<file path="src/rtl/rom_uart_tx_if.sv">
`default_nettype none
// ============================================================================
// Module      : rom_uart_tx_if
// Description : Signal bundle between the ROM-driven UART transmitter and its
//               environment (requester, external ROM and serial line).
//               start    - request to send one message
//               rom_addr - byte address presented to the external ROM
//               rom_data - ROM output for the address seen one edge earlier
//               tx       - 8N1 serial line, LSB first, idle high
//               busy     - transmitter is not idle
//               done     - one-cycle pulse at the end of a message
//               modport slave  : the transmitter side
//               modport master : the requester / ROM side
// Revision    : 1.0 - initial release
// ============================================================================
interface rom_uart_tx_if #(
   parameter int ADDR_W = 4
);
   logic              start;
   logic [ADDR_W-1:0] rom_addr;
   logic [7:0]        rom_data;
   logic              tx;
   logic              busy;
   logic              done;

   modport master (
      output start,
      output rom_data,
      input  rom_addr,
      input  tx,
      input  busy,
      input  done
   );

   modport slave (
      input  start,
      input  rom_data,
      output rom_addr,
      output tx,
      output busy,
      output done
   );
endinterface
`default_nettype wire

</file>
<file path="src/rtl/rom_uart_tx.sv">
`default_nettype none
// ============================================================================
// Module      : rom_uart_tx
// Description : Sends a fixed-length message read byte by byte from an
//               external ROM (one-cycle registered read) over an 8N1 UART
//               line. One start request sends MSG_LEN bytes from address 0
//               upward, then pulses done for one cycle.
// Ports       : CLOCK   - single clock, rising edge
//               RESET_N - asynchronous active-low reset
//               bus     - rom_uart_tx_if.slave (start, rom_addr, rom_data,
//                         tx, busy, done)
// Parameters  : CLKS_PER_BIT - clock cycles per serial bit
//               MSG_LEN      - bytes per message
//               ADDR_W       - ROM address width
// Revision    : 1.0 - initial release
// ============================================================================
module rom_uart_tx #(
   parameter int CLKS_PER_BIT = 434,
   parameter int MSG_LEN      = 10,
   parameter int ADDR_W       = 4
) (
   input  wire logic     CLOCK,
   input  wire logic     RESET_N,
   rom_uart_tx_if.slave  bus
);

   // Baud counter must hold CLKS_PER_BIT-1; keep at least one bit.
   localparam int CNT_W = (CLKS_PER_BIT > 1) ? $clog2(CLKS_PER_BIT) : 1;
   localparam logic [CNT_W-1:0]  BAUD_LAST = CNT_W'(CLKS_PER_BIT - 1);
   localparam logic [ADDR_W-1:0] ADDR_LAST = ADDR_W'(MSG_LEN - 1);

   typedef enum logic [2:0] {
      IDLE  = 3'd0,
      FETCH = 3'd1,
      LOAD  = 3'd2,
      START = 3'd3,
      DATA  = 3'd4,
      STOP  = 3'd5
   } state_t;

   state_t            state, state_nx;
   logic [CNT_W-1:0]  baud_cnt, baud_nx;
   logic [2:0]        bit_cnt, bit_nx;
   logic [7:0]        shreg, shreg_nx;
   logic [ADDR_W-1:0] addr_q, addr_nx;
   logic              tx_q, tx_nx;
   logic              done_q, done_nx;
   logic              baud_last;

   assign baud_last = (baud_cnt == BAUD_LAST);

   // ------------------------------------------------------------------------
   // State and datapath registers
   // ------------------------------------------------------------------------
   always_ff @(posedge CLOCK or negedge RESET_N) begin
      if (!RESET_N) begin
         state    <= IDLE;
         baud_cnt <= '0;
         bit_cnt  <= '0;
         shreg    <= '0;
         addr_q   <= '0;
         tx_q     <= 1'b1;
         done_q   <= 1'b0;
      end else begin
         state    <= state_nx;
         baud_cnt <= baud_nx;
         bit_cnt  <= bit_nx;
         shreg    <= shreg_nx;
         addr_q   <= addr_nx;
         tx_q     <= tx_nx;
         done_q   <= done_nx;
      end
   end

   // ------------------------------------------------------------------------
   // Next-state and next-output logic
   // ------------------------------------------------------------------------
   always_comb begin
      state_nx = state;
      baud_nx  = baud_cnt;
      bit_nx   = bit_cnt;
      shreg_nx = shreg;
      addr_nx  = addr_q;
      done_nx  = 1'b0;
      tx_nx    = 1'b1;

      case (state)
         IDLE: begin
            if (bus.start) begin
               addr_nx  = '0;
               state_nx = FETCH;
            end
         end

         // ROM is presented the address here; its data arrives during LOAD.
         FETCH: begin
            state_nx = LOAD;
         end

         LOAD: begin
            shreg_nx = bus.rom_data;
            state_nx = START;
         end

         START: begin
            baud_nx = baud_last ? '0 : baud_cnt + CNT_W'(1);
            if (baud_last) begin
               state_nx = DATA;
            end
         end

         DATA: begin
            baud_nx = baud_last ? '0 : baud_cnt + CNT_W'(1);
            if (baud_last) begin
               shreg_nx = {1'b0, shreg[7:1]};
               if (bit_cnt == 3'd7) begin
                  bit_nx   = '0;
                  state_nx = STOP;
               end else begin
                  bit_nx = bit_cnt + 3'd1;
               end
            end
         end

         STOP: begin
            baud_nx = baud_last ? '0 : baud_cnt + CNT_W'(1);
            if (baud_last) begin
               if (addr_q >= ADDR_LAST) begin
                  // Last byte: address holds so the final address stays visible.
                  done_nx  = 1'b1;
                  state_nx = IDLE;
               end else begin
                  addr_nx  = addr_q + ADDR_W'(1);
                  state_nx = FETCH;
               end
            end
         end

         default: begin
            state_nx = IDLE;
         end
      endcase

      // Every state starts its bit period from a clean count.
      if (state_nx != state) begin
         baud_nx = '0;
      end

      // tx is decoded from the upcoming state so the registered line changes
      // on the same edge as the state it belongs to.
      case (state_nx)
         START:   tx_nx = 1'b0;
         DATA:    tx_nx = shreg_nx[0];
         default: tx_nx = 1'b1;
      endcase
   end

   assign bus.rom_addr = addr_q;
   assign bus.tx       = tx_q;
   assign bus.done     = done_q;
   assign bus.busy     = (state != IDLE);

endmodule
`default_nettype wire

</file>
<file path="src/flat_wrapper.sv">
// flat-port wrapper written by rule: the top's interface ports become plain ports
module rom_uart_tx_flat 
#(
   parameter int CLKS_PER_BIT = 434,
   parameter int MSG_LEN      = 10,
   parameter int ADDR_W       = 4
)
  (CLOCK, RESET_N, bus_start, bus_rom_data, bus_rom_addr, bus_tx, bus_busy, bus_done);
  rom_uart_tx_if #(.ADDR_W(ADDR_W)) bus_i ();
  input  wire logic CLOCK;
  input  wire logic RESET_N;
  input wire logic [$bits(bus_i.start)-1:0] bus_start;
  input wire logic [$bits(bus_i.rom_data)-1:0] bus_rom_data;
  output wire logic [$bits(bus_i.rom_addr)-1:0] bus_rom_addr;
  output wire logic [$bits(bus_i.tx)-1:0] bus_tx;
  output wire logic [$bits(bus_i.busy)-1:0] bus_busy;
  output wire logic [$bits(bus_i.done)-1:0] bus_done;
  assign bus_i.start = bus_start;
  assign bus_i.rom_data = bus_rom_data;
  assign bus_rom_addr = bus_i.rom_addr;
  assign bus_tx = bus_i.tx;
  assign bus_busy = bus_i.busy;
  assign bus_done = bus_i.done;
  rom_uart_tx #(.CLKS_PER_BIT(CLKS_PER_BIT), .MSG_LEN(MSG_LEN), .ADDR_W(ADDR_W)) u_core (.CLOCK(CLOCK), .RESET_N(RESET_N), .bus(bus_i));
endmodule
</file>
<file path="config.mk">
export PLATFORM = sky130hd
export DESIGN_NAME = rom_uart_tx_flat
export DESIGN_NICKNAME = d
export VERILOG_FILES = /design/src/rtl/rom_uart_tx_if.sv /design/src/rtl/rom_uart_tx.sv /design/src/flat_wrapper.sv
export SDC_FILE = /design/constraint.sdc
export NUM_CORES = 1
export LEC_CHECK = 0
export ABC_AREA = 1
export BUFFER_PORTS_ARGS = -buffer_cell sky130_fd_sc_hd__buf_2
export CORE_MARGIN = 4
export CORE_UTILIZATION = 30
export DETAILED_ROUTE_END_ITERATION = 8
export PLACE_DENSITY = 0.45
export SLEW_MARGIN = 20
export SYNTH_ARGS = -nofsm -noshare
export SYNTH_HDL_FRONTEND = slang
export SYNTH_SLANG_ARGS = --single-unit
</file>
<file path="constraint.sdc">
create_clock -name CLOCK -period 4.7 [get_ports CLOCK]
set_input_delay 0.47 -clock CLOCK [delete_from_list [all_inputs] [get_ports CLOCK]]
set_output_delay 0.47 -clock CLOCK [all_outputs]
set_load 0.01 [all_outputs]
</file>
# After elaboration in Yosys (flattened, before gate mapping)
# Cells that the tools add are included.
[totals]
elab_cells = 56
out_inout_bits = 7
inputBits = 11
reg_bits = 29
[op_classes]
magnitude_cmp = 1
n_eq_ne = 14
mux = 21
n_reduce_logical = 9
addsub = 3
[op_table]
columns = ["op", "n"]
rows = [
  ["$mux 9", 3],
  ["$mux 3", 6],
  ["$pmux 3 s6", 1],
  ["$pmux 8 s2", 1],
  ["$eq 3x3->1 const B", 4],
  ["$mux 4", 3],
  ["$add 9x1->9 const B", 1],
  ["$eq 3x2->1 const B", 3],
  ["$eq 9x9->1 const B", 1],
  ["$mux 8", 1],
  ["$pmux 4 s2", 1],
  ["$reduce_bool 2->1", 3],
  ["$add 4x1->4 const B", 1],
  ["$ge 4x4->1 const B", 1],
  ["$mux 1", 4],
  ["$ne 2x1->1 const B", 2],
  ["$ne 2x2->1 const B", 2],
  ["$reduce_and 2->1", 2],
  ["$reduce_and 4->1", 1],
  ["$add 3x1->3 const B", 1],
  ["$eq 3x1->1 const B", 1],
  ["$logic_not 3->1", 1],
  ["$ne 3x3->1", 1],
  ["$reduce_bool 3->1", 1],
  ["other kinds (2)", 2],
]

# Longest topological paths before layout
# Gate-level depths: netlist of run 1.
[logic_depth]
depth_word = 6
depth_mapped = 13
mapped_depth_nobuf = 13

# Worst setup path after synthesis of run 1
# OpenSTA, ideal clock, no wires.
[synth_path]
path_type = "register to register"
start = "register u_core.baud_cnt[1]"
end = "register u_core.baud_cnt[5]"
path_stages_with_launch = 12
path_buffers = 0
arrival_ns = 1.438
period_less_slack_ns = 1.561
slack_ns = 3.139
path_cell_list = "dfrtp_1 > inv_1 > ha_1 > nand2_1 > nor2_1 > nand2_2 > a21oi_2 > nand3_4 > nand2_1 > nand2_1 > nand2_4 > nor2_2"
[synth_between]
elab_chain_cells = 5
elab_cells_between_ends = 11
classes_between = "add/sub (1); eq/ne (2); mux (7); reduce/logical (1)"
[synth_rtl]
columns = ["item", "line_no", "source"]
rows = [
  ["start: declaration", "rom_uart_tx.sv:42", "logic [CNT_W-1:0] baud_cnt, baud_nx;"],
  ["start signal: assignment", "rom_uart_tx.sv:66", "baud_cnt <= baud_nx;"],
  ["$eq 9x9->1 *", "rom_uart_tx.sv:50", "assign baud_last = (baud_cnt == BAUD_LAST);"],
  ["$mux 3 (on tied branches)", "rom_uart_tx.sv:127, rom_uart_tx.sv:107, rom_uart_tx.sv:114", ""],
  ["$pmux 3 s6 *", "rom_uart_tx.sv:87", "case (state)"],
  ["net u_core.state_nx[0]", "rom_uart_tx.sv:41", "state_t state, state_nx;"],
  ["$ne 3x3->1 *", "rom_uart_tx.sv:145", "if (state_nx != state) begin"],
  ["$mux 9 or $reduce_bool 2->1 (tied branches)", "-", ""],
]
# Mark *: on every way through the listed nets, which the timed path passes. The rest lies on a longest branch. The select of a mux whose other input is x is not followed.
# A chain may end at the register's enable or synchronous reset.

# Final worst setup path of run 1
[layout_path]
start = "register u_core.baud_cnt[1]"
end = "register u_core.tx_q, in the netlist u_core.bus.tx"
[layout_between]
elab_cells_between_ends = 10
classes_between = "eq/ne (3); mux (7)"
[layout_rtl]
columns = ["item", "line_no", "source"]
rows = [
  ["$eq 9x9->1", "rom_uart_tx.sv:50", ""],
  ["$mux 8", "rom_uart_tx.sv:114", "if (baud_last) begin"],
  ["$pmux 8 s2", "rom_uart_tx.sv:87", ""],
  ["net u_core.shreg_nx[0]", "rom_uart_tx.sv:44", "logic [7:0] shreg, shreg_nx;"],
  ["$pmux 1 s2", "rom_uart_tx.sv:151", "case (state_nx)"],
  ["net u_core.tx_nx", "rom_uart_tx.sv:46", "logic tx_q, tx_nx;"],
  ["end signal: assignment", "rom_uart_tx.sv:70", "tx_q <= tx_nx;"],
  ["end: declaration", "rom_uart_tx.sv:46", ""],
]
# The timed path passes the listed nets, and every way through them passes these cells. The select of a mux whose other input is x is not followed.

==> results.py, run 1 <==
metrics = {
    "run_status": {
        "outcome": "finished, final reports clean",
    },
    "cts": {
        "cts_tree": "yes",
        "clockBufferDepth": 2,
        "cts_max_level": 2,
        "cts_buffers": 5,
        "cts.sinks": 29,
        "clk_latency_ns": 0.29,
        "postCtsHoldBufs": 0,
        "cts_root_buf": "clkbuf_8",
        "cts_setup_buffers": 0,
        "clk_pin_slew_ns": 0.07,
        "ctsResizeCount": 0,
    },
    "final_layout": {
        "layout.nets": 244,
        "area_growth_pct": 15.2,
        "fin_cells": 299,
        "diodes": 0,
        "drive_above_1_share": 0.291,
    },
    "route": {
        "wl_per_cell_microns": 11.8,
        "wl_microns": 3540,
        "drt_iter0_drc": 43,
        "num_vias": 1355,
        "dr.pass1.iters": 4,
        "routed_via_density": 4.53,
        "postRouteAntennaNets": 0,
        "drc": 0,
    },
    "synthesis": {
        "syn-num-nets": 221,
        "yosys_register_bits": 29,
        "synth_edf_count": 0,
        "yosysUniqueCellTypes": 34,
        "yosysSeqAreaShare": 0.429,
        "async_flop_share": 1.00,
        "avgSynthCellArea_sq_um": 8.35,
        "netlist_instances": 203,
        "netlist_area_sq_mm": 0.00170,
        "synth_ff_type": "dfrtp_1",
        "yosys_warnings": 0,
    },
    "die": {
        "core.rowCount": 27,
        "start_util": 0.308,
        "die_h_microns": 83.2,
        "coreArea_sq_mm": 0.00551,
        "die_w_microns": 83.2,
        "die_area_sq_mm": 0.00692,
        "io_pins": 18,
    },
    "sta": {
        "rsz0062_at_grt": "false",
        "slew_violations": 0,
        "tightest_slew_ns": 0.670,
        "hold_viol": 0,
        "finalCriticalPeriod_ns": 1.85,
        "setup_viol": 0,
        "setup_tns_ns": 0,
        "fmax_mhz": 541,
        "finalCritPeriodShare": 0.393,
        "slew-limit-headroom": 0.553,
        "finClkSkew_ns": 0.00694,
    },
    "global_routing": {
        "grt_max_degree": 30,
        "grt.met2_usage": 0.174,
        "overflow": 0,
        "gr-usage-met1": 0.145,
        "grt_pass1_wl_microns": 6200,
        "antenna_found_initial": 0,
        "track_usage": 0.111,
        "grt.busiest_layer": "met2",
        "met3_usage": 0.0327,
        "grt_pass1_vias": 1362,
    },
    "flow_run": {
        "cap_viol_max_count": 0,
    },
    "critical_path": {
        "cp.arrival_ns": 2.07,
        "cp-end-kind": "register",
        "critPathKind": "reg2reg",
        "start_kind": "register",
        "reg2reg_depth": 12,
        "crit_path_max_fanout": 13,
        "r2r_setup_slack_ns": 2.85,
        "critPathRequiredTime_ns": 4.93,
    },
    "power": {
        "power_density_mw_per_mm2": 244,
        "p_leak_uw": 0.000991,
        "vdd_drop_max_mv": 0.113,
    },
    "placed_design": {
        "dpl.hpwl_microns": 2550,
        "gp_congestion": 0.746,
        "dp.cells": 291,
        "port_buffers": 17,
    },
    "min_path": {
        "hold_path.class": "in2async",
    },
}
-- final timing paths --
path	startpoint	end
worst min-delay path	RESET_N	u_core.bus.done
worst min register to register	u_core.bit_cnt[2]	u_core.bit_cnt[2]
worst max-delay path	u_core.baud_cnt[1]	u_core.bus.tx
min in group CLOCK	bus_rom_data[5]	u_core.shreg[5]
worst max register to register	u_core.baud_cnt[1]	u_core.bus.tx
max in group asynchronous	RESET_N	u_core.bit_cnt[2]
-- metal layers --
layer,share of wire,vias to the layer above
li1,-,701
met1,0.49,627
met2,0.45,21
met3,0.038,6
met4,0.016,0
met5,0,-
-- Yosys cell counts, drive strengths merged, types with 2 or more instances --
library cell	count	area, sq um
or2	2	12.5
nand2	49	211
ha	7	87.6
o21ai	10	50.1
a21oi	10	68.8
dfrtp	28	701
nand3	13	87.6
o221ai	5	43.8
o21a	2	15.0
nand4	2	12.5
inv	35	131
o31ai	2	15.0
nor2	27	160
-- cell families after synthesis --
group,synth area share
adders and majority gates,0.0517
buffers and inverters,0.0797
xor gates and xnor gates,0.0103
DFF,0.429
AOI/OAI and AO/OA,0.130
and+or+nand+nor,0.300
-- per-stage QoR --
step | util | total power (uW) | setup WS, ns | area (sq um) | hold slack (ns)
after floorplan | - | 263 | 3.14 | 1700 | 0.174
after global placement | 0.339 | 273 | 2.89 | 1870 | 0.487
after detailed placement | 0.339 | 273 | 2.85 | 1870 | 0.480
after CTS | 0.355 | 486 | 2.83 | 1950 | 0.251
after global routing | 0.355 | 499 | 2.67 | 1950 | 0.282
final | 0.355 | 476 | 2.85 | 1950 | 0.217
-- where the power goes --
part           internal (uW)  switching, uW
Combinational           5.19           8.41
Clock                    102            106
Sequential               253           1.09
Total                    360            115
-- layout by cell type, fill, tap and decap left out, types with 2 or more instances in the layout --
master	n
nand3_2	2
inv_1	27
o221ai_1	5
clkinv_2	2
o21ai_0	10
ha_1	7
o21a_1	2
inv_2	8
buf_2	17
o31ai_1	2
nor2_2	14
nand2_1	42
nand4_1	2
nand3_1	10
nand2_2	5
a21oi_2	2
a21oi_1	7
nor2_1	11
nand2_4	2
or2_2	2
clkbuf_8	5
dfrtp_1	28
-- worst max-delay path, stage by stage (launching register included) --
cell and delay, ns:
dfrtp_1 0.39, inv_1 0.08, ha_1 0.14, nand2_1 0.06
inv_1 0.07, nand2_2 0.09, nor2_8 0.14, nand2_1 0.27
inv_1 0.20, a21oi_1 0.10, a21oi_2 0.14, nand2_1 0.06
nand2_1 0.05
-- final cells by class --
| type | instances | area [sq um] |
|---|---|---|
| timing repair buffer | 17 | 85.1 |
| clock buffer | 5 | 68.8 |
| inverter | 35 | 131 |
| sequential | 29 | 727 |
| fill | 594 | 3550 |
| clock inverter | 3 | 17.5 |
| tap | 72 | 90.1 |
| multi-input combinational | 138 | 833 |
-- registers in the layout, indices dropped and copies added, names as in the netlist --
signal / count
u_core.bit_cnt: 3
u_core.state: 3
u_core.bus.done: 1
u_core.shreg: 8
u_core.bus.rom_addr: 4
u_core.baud_cnt: 9
u_core.bus.tx: 1
Note: power is estimated with default switching activity, not from simulation.
==> inputs of run 2 (changes only) <==
--- a/config.mk
+++ b/config.mk
@@ -5,7 +5,7 @@
 export SDC_FILE = /design/constraint.sdc
 export NUM_CORES = 1
 export LEC_CHECK = 0
-export ABC_AREA = 1
+export ABC_AREA = 0
 export BUFFER_PORTS_ARGS = -buffer_cell sky130_fd_sc_hd__buf_2
 export CORE_MARGIN = 4
 export CORE_UTILIZATION = 30
==> constraint.sdc (replaced) <==
create_clock -name CLOCK -period 1.8 [get_ports CLOCK]
set_input_delay 0.18 -clock CLOCK [delete_from_list [all_inputs] [get_ports CLOCK]]
set_output_delay 0.18 -clock CLOCK [all_outputs]
set_load 0.01 [all_outputs]
==> run 2 against run 1 <==
  * Worst hold slack worse by 0.11 ns
  * Final area up 8.1%
  * Critical endpoint is now u_core.baud_cnt[2]
  * Core utilization up 5.6 points
  * Non-clock buffer count up 28
  * Combinational power rose to 26 times the previous value
  * First-iteration DRC count up 70%
  * Global-route usage up 1.4 points
  * Critical path depth down 6
  * Flip-flop and latch count unchanged
==> results.py, run 2 <==
metrics = {
    "cts": {
        "cts.sinks": 29,
        "clk_pin_slew_ns": 0.07,
        "cts_root_buf": "clkbuf_8",
        "clockBufferDepth": 2,
        "cts_max_level": 2,
        "clk_latency_ns": 0.28,
        "cts_buffers": 5,
        "cts_tree": "yes",
    },
    "die": {
        "die_w_microns": 81.1,
        "die_area_sq_mm": 0.00657,
        "coreArea_sq_mm": 0.00514,
        "core.rowCount": 26,
        "io_pins": 18,
        "start_util": 0.312,
        "die_h_microns": 81.1,
    },
    "sta": {
        "setup_slack_ns": 0.0163,
        "finalCritPeriodShare": 0.991,
        "slew_violations": 0,
        "hold_viol": 0,
        "fmax_mhz": 561,
        "holdWs_ns": 0.105,
        "setup_viol": 0,
        "slew-limit-headroom": 0.561,
        "tightest_slew_ns": 0.659,
        "rsz0062_at_grt": "true",
        "finClkSkew_ns": 0.00659,
        "finalCriticalPeriod_ns": 1.78,
    },
    "global_routing": {
        "antenna_found_initial": 0,
        "track_usage": 0.126,
        "overflow": 0,
        "grt_pass1_wl_microns": 6400,
        "grt_pass1_vias": 1394,
        "grt_max_degree": 30,
    },
    "synthesis": {
        "netlist_top_cells_count": "nand2_1, dfrtp_1, nor2_1",
        "syn-num-nets": 187,
        "avgSynthCellArea_sq_um": 9.48,
        "yosys_warnings": 0,
        "synth_top_area_cell": "dfrtp_1",
        "synth.top_cells.by_area": "dfrtp_1, nand2_1, ha_1, nor2_1, a22oi_1",
        "netlist_instances": 169,
        "async_flop_share": 1.00,
        "yosysUniqueCellTypes": 47,
        "synth_ff_type": "dfrtp_1",
        "synth_edf_count": 0,
        "yosys_register_bits": 29,
        "netlist_area_sq_mm": 0.00160,
        "synth_most_common_cell": "nand2_1",
        "yosysSeqAreaShare": 0.454,
        "netlist.area_leader.share": 0.438,
    },
    "route": {
        "wl_per_cell_microns": 12.8,
        "postRouteAntennaNets": 0,
        "drt_iter0_drc": 73,
        "routed_via_density": 4.74,
        "num_vias": 1351,
        "drc": 0,
        "dr.pass1.iters": 4,
        "wl_microns": 3640,
    },
    "placed_design": {
        "dpl.hpwl_microns": 2730,
        "gp_congestion": 0.784,
        "pre_cts_ws_ns": -0.0606,
        "dp.cells": 274,
        "port_buffers": 17,
    },
    "final_layout": {
        "regMostFlops": "u_core.baud_cnt",
        "fin_cells": 285,
        "largest_reg_flops": 9,
        "fin_util": 0.411,
        "diodes": 0,
        "final_cell_mix": "nand2_1, dfrtp_1, buf_4, buf_2, nor2_1",
        "final_common_cell": "nand2_1",
        "layout.nets": 232,
        "area_growth_pct": 31.8,
        "drive_above_1_share": 0.358,
    },
    "critical_path": {
        "slowest_delay_ns": 0.39,
        "critPathRequiredTime_ns": 2.01,
        "start_kind": "register",
        "path_buf_inv": 0,
        "cp.arrival_ns": 1.99,
        "crit_path_max_fanout": 6,
        "critPathKind": "reg2reg",
        "path_cells": "ha_2, and4b_2, and2_4, or2_4, or3_4, a21oi_2",
        "cp-end-kind": "register",
        "crit_family": "simple AND/OR/NAND/NOR gates",
        "crit_slowest_cell": "dfrtp_1",
    },
    "run_status": {
        "outcome": "finished, final reports clean",
    },
    "power": {
        "power_density_mw_per_mm2": 938,
        "vdd_drop_max_mv": 0.457,
        "total_power_uw": 1980,
        "p_leak_uw": 0.00101,
    },
    "flow_run": {
        "cap_viol_max_count": 0,
    },
    "min_path": {
        "hold_path.class": "in2reg",
    },
}
## run 2: where the power goes
group | leakage (uW) | internal [uW] | switching [uW]
clock network | 0.0000681 | 550 | 252
registers | 0.000363 | 750 | 78.6
logic | 0.000576 | 187 | 163
## run 2: kinds of logic after synthesis
logic type / synth area share
compound gates: 0.162
xor+xnor: 0.0219
fa+ha+maj: 0.0547
buf+inv: 0.0445
flops: 0.454
mux: 0.00625
simple gates: 0.257
## run 2: tightest hold or removal path, cell delays in order
cell and delay, ns:
buf_2 0.07, nand2_1 0.03, o21ai_0 0.05
## run 2: layout make-up
class                      count  area, sq um
fill                         529         3030
timing repair buffer          45          298
inverter                       5         18.8
tap                           70         87.6
multi-input combinational    128          846
clock inverter                 3         65.1
clock buffer                   5         68.8
sequential                    29          727
## run 2: through the flow
step,area (sq um),setup TNS (ns)
global placement,1920,-0.0791
detailed placement,1920,-0.104
global route,2110,-0.500
CTS,2080,0
finish,2110,0
floorplan,1620,-0.190
## run 2: path summary, 6_finish.rpt
path / slack, ns / cells past startpoint / to / from
worst max-delay path: 0.02 / 6 / u_core.baud_cnt[2] / u_core.baud_cnt[0]
worst min-delay path: 0.10 / 3 / u_core.shreg[7] / bus_rom_data[7]
worst max register to register: 0.02 / 6 / u_core.baud_cnt[2] / u_core.baud_cnt[0]
worst min register to register: 0.48 / 2 / u_core.bit_cnt[1] / u_core.bit_cnt[1]
max in group asynchronous: 0.89 / 2 / u_core.shreg[1] / RESET_N
min in group asynchronous: 0.47 / 2 / u_core.bus.rom_addr[0] / RESET_N
## run 2: what timing repair did
action	CTS	global route
endpoints found under the setup margin	6	11
pin swaps	0	1
hold buffers	1	0
endpoints found under the hold margin	28	0
setup buffers	1	1
resized for setup	4	5
## run 2: layer usage
layer	track usage	wire length, microns	vias to the layer above	share of wire
li1	-	-	688	-
met1	0.166	1780	630	0.49
met2	0.198	1690	28	0.46
met3	0.0344	122	5	0.034
met4	0.0405	42	0	0.012
met5	0	0	-	0
